===== src/rtl/alarm_pkg.sv =====
// Shared types and constants for the vehicle alarm controller: state encodings
// (also decoded by the display logic), default intervals and the lock FSM states.
package alarm_pkg;

  localparam int VALUE_W = 4;

  localparam logic [2:0] DBG_ARMED           = 3'd0;
  localparam logic [2:0] DBG_TRIGGERED       = 3'd1;
  localparam logic [2:0] DBG_SOUND           = 3'd2;
  localparam logic [2:0] DBG_DISARMED        = 3'd3;
  localparam logic [2:0] DBG_WAIT_DOOR_OPEN  = 3'd4;
  localparam logic [2:0] DBG_WAIT_DOOR_CLOSE = 3'd5;
  localparam logic [2:0] DBG_WAIT_ARM        = 3'd6;

  typedef enum logic [2:0] {
    ARMED           = DBG_ARMED,
    TRIGGERED       = DBG_TRIGGERED,
    SOUND           = DBG_SOUND,
    DISARMED        = DBG_DISARMED,
    WAIT_DOOR_OPEN  = DBG_WAIT_DOOR_OPEN,
    WAIT_DOOR_CLOSE = DBG_WAIT_DOOR_CLOSE,
    WAIT_ARM        = DBG_WAIT_ARM
  } alarm_state_e;

  typedef enum logic {
    LOCKED   = 1'b0,
    UNLOCKED = 1'b1
  } lock_state_e;

  localparam int unsigned T_ARM_DELAY_DEF       = 6;
  localparam int unsigned T_DRIVER_DELAY_DEF    = 8;
  localparam int unsigned T_PASSENGER_DELAY_DEF = 15;
  localparam int unsigned T_ALARM_ON_DEF        = 10;

  // Intervals wider than the timer load field are truncated, not saturated.
  function automatic logic [VALUE_W-1:0] to_interval(input int unsigned secs);
    return secs[VALUE_W-1:0];
  endfunction

endpackage


===== src/rtl/alarm_fsm_if.sv =====
// Link between the alarm controller (master) and the countdown timer (slave).
interface alarm_fsm_if;
  import alarm_pkg::*;

  logic               start_timer;
  logic [VALUE_W-1:0] value;
  logic               expired;
  logic               half_hz_enable;

  modport master (output start_timer, value, input expired, half_hz_enable);
  modport slave  (input start_timer, value, output expired, half_hz_enable);

endinterface


===== src/rtl/alarm_fsm_fuel_pump_lock.sv =====
// Fuel pump immobiliser: unlocks on hidden_switch + brake with the key on,
// relocks when the key goes off.
module fuel_pump_lock
  import alarm_pkg::*;
(
  input  logic clock,
  input  logic reset,
  input  logic ignition,
  input  logic hidden_switch,
  input  logic brake,
  output logic fuel_pump
);

  lock_state_e lock_q, lock_d;

  always_ff @(posedge clock or negedge reset) begin
    if (!reset) lock_q <= LOCKED;
    else        lock_q <= lock_d;
  end

  always_comb begin
    lock_d = lock_q;
    case (lock_q)
      LOCKED:   if (ignition && hidden_switch && brake) lock_d = UNLOCKED;
      UNLOCKED: if (!ignition) lock_d = LOCKED;
      default:  lock_d = LOCKED;
    endcase
  end

  assign fuel_pump = (lock_q == UNLOCKED);

endmodule


===== src/rtl/alarm_fsm.sv =====
// Vehicle anti-theft controller. Optional immobiliser enabled by defining
// FUEL_PUMP_LOCK_EN; otherwise fuel_pump is the registered ignition.
module alarm_fsm
  import alarm_pkg::*;
#(
  parameter int unsigned T_ARM_DELAY       = T_ARM_DELAY_DEF,
  parameter int unsigned T_DRIVER_DELAY    = T_DRIVER_DELAY_DEF,
  parameter int unsigned T_PASSENGER_DELAY = T_PASSENGER_DELAY_DEF,
  parameter int unsigned T_ALARM_ON        = T_ALARM_ON_DEF
) (
  input  logic        clock,
  input  logic        reset,
  input  logic        ignition,
  input  logic        door_driver,
  input  logic        door_pass,
  input  logic        hidden_switch,
  input  logic        brake,
  alarm_fsm_if.master tmr,
  output logic        siren,
  output logic        status_led,
  output logic        fuel_pump,
  output logic [2:0]  state_dbg
);

  alarm_state_e       state_q, state_d;
  logic               start_q, start_d;
  logic [VALUE_W-1:0] value_q, value_d;
  logic               blank_q;
  logic               counting_q, counting_d;
  logic               siren_q, led_q, led_d;
  logic               doors_open, exp_qual;

  assign doors_open = door_driver | door_pass;
  // The timer needs a cycle to load, so expired is stale for two cycles after a load.
  assign exp_qual   = tmr.expired & ~start_q & ~blank_q;

  always_ff @(posedge clock or negedge reset) begin
    if (!reset) begin
      state_q    <= ARMED;
      start_q    <= 1'b0;
      value_q    <= '0;
      blank_q    <= 1'b0;
      counting_q <= 1'b0;
      siren_q    <= 1'b0;
      led_q      <= 1'b0;
    end else begin
      state_q    <= state_d;
      start_q    <= start_d;
      value_q    <= value_d;
      blank_q    <= start_q;
      counting_q <= counting_d;
      siren_q    <= (state_d == SOUND);
      led_q      <= led_d;
    end
  end

  always_comb begin
    state_d    = state_q;
    start_d    = 1'b0;
    value_d    = value_q;
    counting_d = counting_q;
    if (ignition) begin
      state_d    = DISARMED;
      counting_d = 1'b0;
    end else begin
      case (state_q)
        ARMED: begin
          if (door_driver) begin
            state_d = TRIGGERED;
            start_d = 1'b1;
            value_d = to_interval(T_DRIVER_DELAY);
          end else if (door_pass) begin
            state_d = TRIGGERED;
            start_d = 1'b1;
            value_d = to_interval(T_PASSENGER_DELAY);
          end
        end
        TRIGGERED: if (exp_qual) state_d = SOUND;
        SOUND: begin
          // counting_q marks a live hold-off countdown; a reopened door cancels it.
          if (doors_open) begin
            counting_d = 1'b0;
          end else if (!counting_q) begin
            start_d    = 1'b1;
            value_d    = to_interval(T_ALARM_ON);
            counting_d = 1'b1;
          end else if (exp_qual) begin
            state_d    = ARMED;
            counting_d = 1'b0;
          end
        end
        DISARMED:       state_d = WAIT_DOOR_OPEN;
        WAIT_DOOR_OPEN: if (door_driver) state_d = WAIT_DOOR_CLOSE;
        WAIT_DOOR_CLOSE: begin
          if (!doors_open) begin
            state_d = WAIT_ARM;
            start_d = 1'b1;
            value_d = to_interval(T_ARM_DELAY);
          end
        end
        WAIT_ARM: begin
          if (doors_open)    state_d = WAIT_DOOR_CLOSE;
          else if (exp_qual) state_d = ARMED;
        end
        default: state_d = ARMED;
      endcase
    end
  end

  always_comb begin
    led_d = 1'b0;
    case (state_d)
      ARMED:           led_d = tmr.half_hz_enable;
      TRIGGERED, SOUND: led_d = 1'b1;
      default:         led_d = 1'b0;
    endcase
  end

  assign tmr.start_timer = start_q;
  assign tmr.value       = value_q;
  assign siren           = siren_q;
  assign status_led      = led_q;
  assign state_dbg       = state_q;

`ifdef FUEL_PUMP_LOCK_EN
  fuel_pump_lock u_fuel_pump_lock (
    .clock         (clock),
    .reset         (reset),
    .ignition      (ignition),
    .hidden_switch (hidden_switch),
    .brake         (brake),
    .fuel_pump     (fuel_pump)
  );
`else
  logic fuel_q;
  logic unused_lock_inputs;

  assign unused_lock_inputs = hidden_switch ^ brake;

  always_ff @(posedge clock or negedge reset) begin
    if (!reset) fuel_q <= 1'b0;
    else        fuel_q <= ignition;
  end

  assign fuel_pump = fuel_q;
`endif

endmodule

===== src/flat_wrapper.sv =====
// flat-port wrapper written by rule: the top's interface ports become plain ports
module alarm_fsm_flat import alarm_pkg::*;
#(
  parameter int unsigned T_ARM_DELAY       = T_ARM_DELAY_DEF,
  parameter int unsigned T_DRIVER_DELAY    = T_DRIVER_DELAY_DEF,
  parameter int unsigned T_PASSENGER_DELAY = T_PASSENGER_DELAY_DEF,
  parameter int unsigned T_ALARM_ON        = T_ALARM_ON_DEF
)
  (clock, reset, ignition, door_driver, door_pass, hidden_switch, brake, siren, status_led, fuel_pump, state_dbg, tmr_start_timer, tmr_value, tmr_expired, tmr_half_hz_enable);
  alarm_fsm_if tmr_i ();
  input  logic clock;
  input  logic reset;
  input  logic ignition;
  input  logic door_driver;
  input  logic door_pass;
  input  logic hidden_switch;
  input  logic brake;
  output logic siren;
  output logic status_led;
  output logic fuel_pump;
  output logic [2:0] state_dbg;
  output wire logic [$bits(tmr_i.start_timer)-1:0] tmr_start_timer;
  output wire logic [$bits(tmr_i.value)-1:0] tmr_value;
  input wire logic [$bits(tmr_i.expired)-1:0] tmr_expired;
  input wire logic [$bits(tmr_i.half_hz_enable)-1:0] tmr_half_hz_enable;
  assign tmr_start_timer = tmr_i.start_timer;
  assign tmr_value = tmr_i.value;
  assign tmr_i.expired = tmr_expired;
  assign tmr_i.half_hz_enable = tmr_half_hz_enable;
  alarm_fsm #(.T_ARM_DELAY(T_ARM_DELAY), .T_DRIVER_DELAY(T_DRIVER_DELAY), .T_PASSENGER_DELAY(T_PASSENGER_DELAY), .T_ALARM_ON(T_ALARM_ON)) u_core (.clock(clock), .reset(reset), .ignition(ignition), .door_driver(door_driver), .door_pass(door_pass), .hidden_switch(hidden_switch), .brake(brake), .tmr(tmr_i), .siren(siren), .status_led(status_led), .fuel_pump(fuel_pump), .state_dbg(state_dbg));
endmodule

===== config.mk =====
export PLATFORM = sky130hd
export DESIGN_NAME = alarm_fsm_flat
export DESIGN_NICKNAME = d
export VERILOG_FILES = /design/src/rtl/alarm_pkg.sv /design/src/rtl/alarm_fsm_if.sv /design/src/rtl/alarm_fsm_fuel_pump_lock.sv /design/src/rtl/alarm_fsm.sv /design/src/flat_wrapper.sv
export SDC_FILE = /design/constraint.sdc
export NUM_CORES = 1
export LEC_CHECK = 0
export ABC_AREA = 1
export CAP_MARGIN = 20
export CORE_UTILIZATION = 50
export CTS_CLUSTER_DIAMETER = 120
export DETAILED_ROUTE_END_ITERATION = 6
export MAX_ROUTING_LAYER = met4
export PLACE_DENSITY = 0.9
export REMOVE_ABC_BUFFERS = 1
export SYNTH_ARGS = -nofsm -noshare
export SYNTH_HDL_FRONTEND = slang
export SYNTH_SLANG_ARGS = --single-unit

===== constraint.sdc =====
create_clock -name clock -period 3.2 [get_ports clock]
set_input_delay 0.64 -clock clock [delete_from_list [all_inputs] [get_ports clock]]
set_output_delay 0.64 -clock clock [all_outputs]
set_load 0.01 [all_outputs]

==> flow_summary.ini <==
[die]
dieArea_um2 = 1720
rows = 13
die_h_um = 41.5
die_x_um = 41.5
ioPinCount = 20
design.core.area_um2 = 1370
initial_core_util_pct = 57.0

[yosys]
yosys.area.top_type = dfrtp_1
syn_area_um2 = 778
synth_seq_cells = 13
ys_warn_count = 0
synth_flop_cell = dfrtp_1
synth.top_cells.by_area = dfrtp_1 42%, nand2_1 8.2%, nand3_1 6.4%
synth_edf_count = 0
ys_seq_area_share_pct = 41.8
synthArstFlopShare_pct = 100
syn_area_per_cell_um2 = 8.19
synthCells = 95
yosys.area.top_type_share_pct = 41.8
yosys.cell_types.count = 21

[clock_network]
post_cts_buffers = 0
holdBufCountCts = 0
cts_resized = 0
cts.sinks = 13
cts_buffers = 3
clockRootBuffer = clkbuf_4
clk_latency_ps = 270
cts_tree = yes
h-tree-depth = 1
clk_pin_slew_ps = 70
clock_path_buffers = 2

[sta]
tightest_slew_ps = 548
fin_tns_setup_ps = 0
relSlewSlack_pct = 63.3
timing.fmax_mhz = 476
drv_slew = 0
period_share_pct = 65.6
finalCriticalPeriod_ps = 2100
rsz0062_at_grt = false
setup_viol = 0
finClkSkew_ps = 5.56
hold_violations = 0

[critical_path]
critPathKind = reg2out
end_kind = output pin
cp_num_buf_inv = 1
rrSetupSlack_ps = 1730
cpPeakStageDelay_ps = 610
crit_family = buffers and inverters
arrival_ps = 1460
cpMaxStageDelayCell = clkdlybuf4s50_1
worst-path-max-fanout = 10
start_kind = flip-flop
crit_chain = clkdlybuf4s50_1
cp.required_ps = 2560

[route]
wl_per_cell_um = 12.4
drt_iter0_markers = 20
drc = 0
viasPerCell = 5.24
routed_wl_um = 1610
firstDrtPassIters = 4
num_vias = 681
ant_nets = 0

[placement]
dpl.hpwl_um = 1280
io_buffers = 17
place_congestion = 0.872

[cells_and_area]
nNetsFinal = 125
area_growth_pct = 25.9
postLayoutCoreUtil_pct = 71.7
layout-drive-gt1-share_pct = 23.5
insertedDiodeCount = 0
mostFrequentLayoutCells = 17 x nand2_1, 17 x clkdlybuf4s50_1, 13 x dfrtp_1

[pwr]
leakagePower_nw = 0.466
cellPowerDensity_nw_per_um2 = 611
power.total_mw = 0.599
peakVddDrop_mv = 0.449

[global_routing]
antenna_found_initial = 0
grt_pass1_vias = 628
grt_pass1_wl_um = 2690
grt_usage_pct = 20.4
grt_max_degree = 14
overflow = 0

[worst_hold_path]
hold_class = reg2reg

[flow_run]
drv_cap = 0

[outcome]
status = finished, final reports clean
sequential cells by signal (all words and copies together) (netlist names):
signal,count
u_core.counting_q,1
u_core.blank_q,1
u_core.tmr.value,4
u_core.siren,1
u_core.status_led,1
u_core.fuel_pump,1
u_core.state_dbg,3
u_core.tmr.start_timer,1
kinds of logic (layout without fill, tap and decap cells):
group           Yosys count  after routing  synth area share [%]
flops                    13             13                  41.8
buf+inv                  17             37                  9.49
compound gates           10             10                  7.39
simple gates             55             55                  41.3
path summary, 6_finish.rpt:
path	start	endpoint	depth (start not counted)
max reg2reg	u_core.state_dbg[2]	u_core.status_led	8
max in group asynchronous	reset	u_core.tmr.value[3]	1
min reg2reg	u_core.tmr.start_timer	u_core.blank_q	0
min	u_core.tmr.start_timer	u_core.blank_q	0
max	u_core.state_dbg[2]	state_dbg[2]	1
min in group asynchronous	reset	u_core.tmr.value[0]	1
cell type report:
| cell class | instances | area [um^2] |
|---|---|---|
| Fill cell | 110 | 387 |
| Multi-Input combinational cell | 65 | 379 |
| Sequential cell | 13 | 325 |
| Timing Repair Buffer | 17 | 170 |
| Inverter | 16 | 60.1 |
| Clock buffer | 4 | 26.3 |
| Tap cell | 15 | 18.8 |
worst reg2reg max path: stages, from the launching register on:
cell and delay (ps):
dfrtp_1 570, nand3_2 200, inv_2 120, nand2_1 80, nand2_1 110, nor2_1 50
nand3_1 60, nand2_1 70, a21oi_2 140
report_power, final:
group          total, mW  internal [mW]  switching (mW)
logic              0.257          0.125           0.132
clock network     0.0970         0.0484          0.0487
registers          0.245          0.207          0.0383
total              0.599          0.380           0.219
per-stage QoR:
stage          setup WS (ps)  hold slack [ps]  instances  instance area (um^2)
3_5_place_dp            1160              435        126                   953
6_report                1100              436        130                   980
2_1_floorplan           1740              344         94                   764
4_1_cts                 1100              451        130                   980
5_1_grt                 1050              471        130                   980
3_3_place_gp            1160              414        126                   953
cell usage after synthesis (3+ instances only):
master and n:
a21oi_1 3, nand3_2 4, o21ai_1 3, dfrtp_1 13, nand3_1 10, inv_2 6, nand2_1 17, nor2_1 10
nor2_4 3, inv_1 10, nor2_2 3
routing by layer:
metal / up-vias / share of wire [%] / GRT usage [%]
met2: 29 / 51 / 33.4
met5: - / 0 / -
met4: 0 / 0 / 1.94
met3: 0 / 6.6 / 7.39
li1: 345 / - / -
met1: 307 / 42 / 25.2
Power figures use the tool's default switching activity.
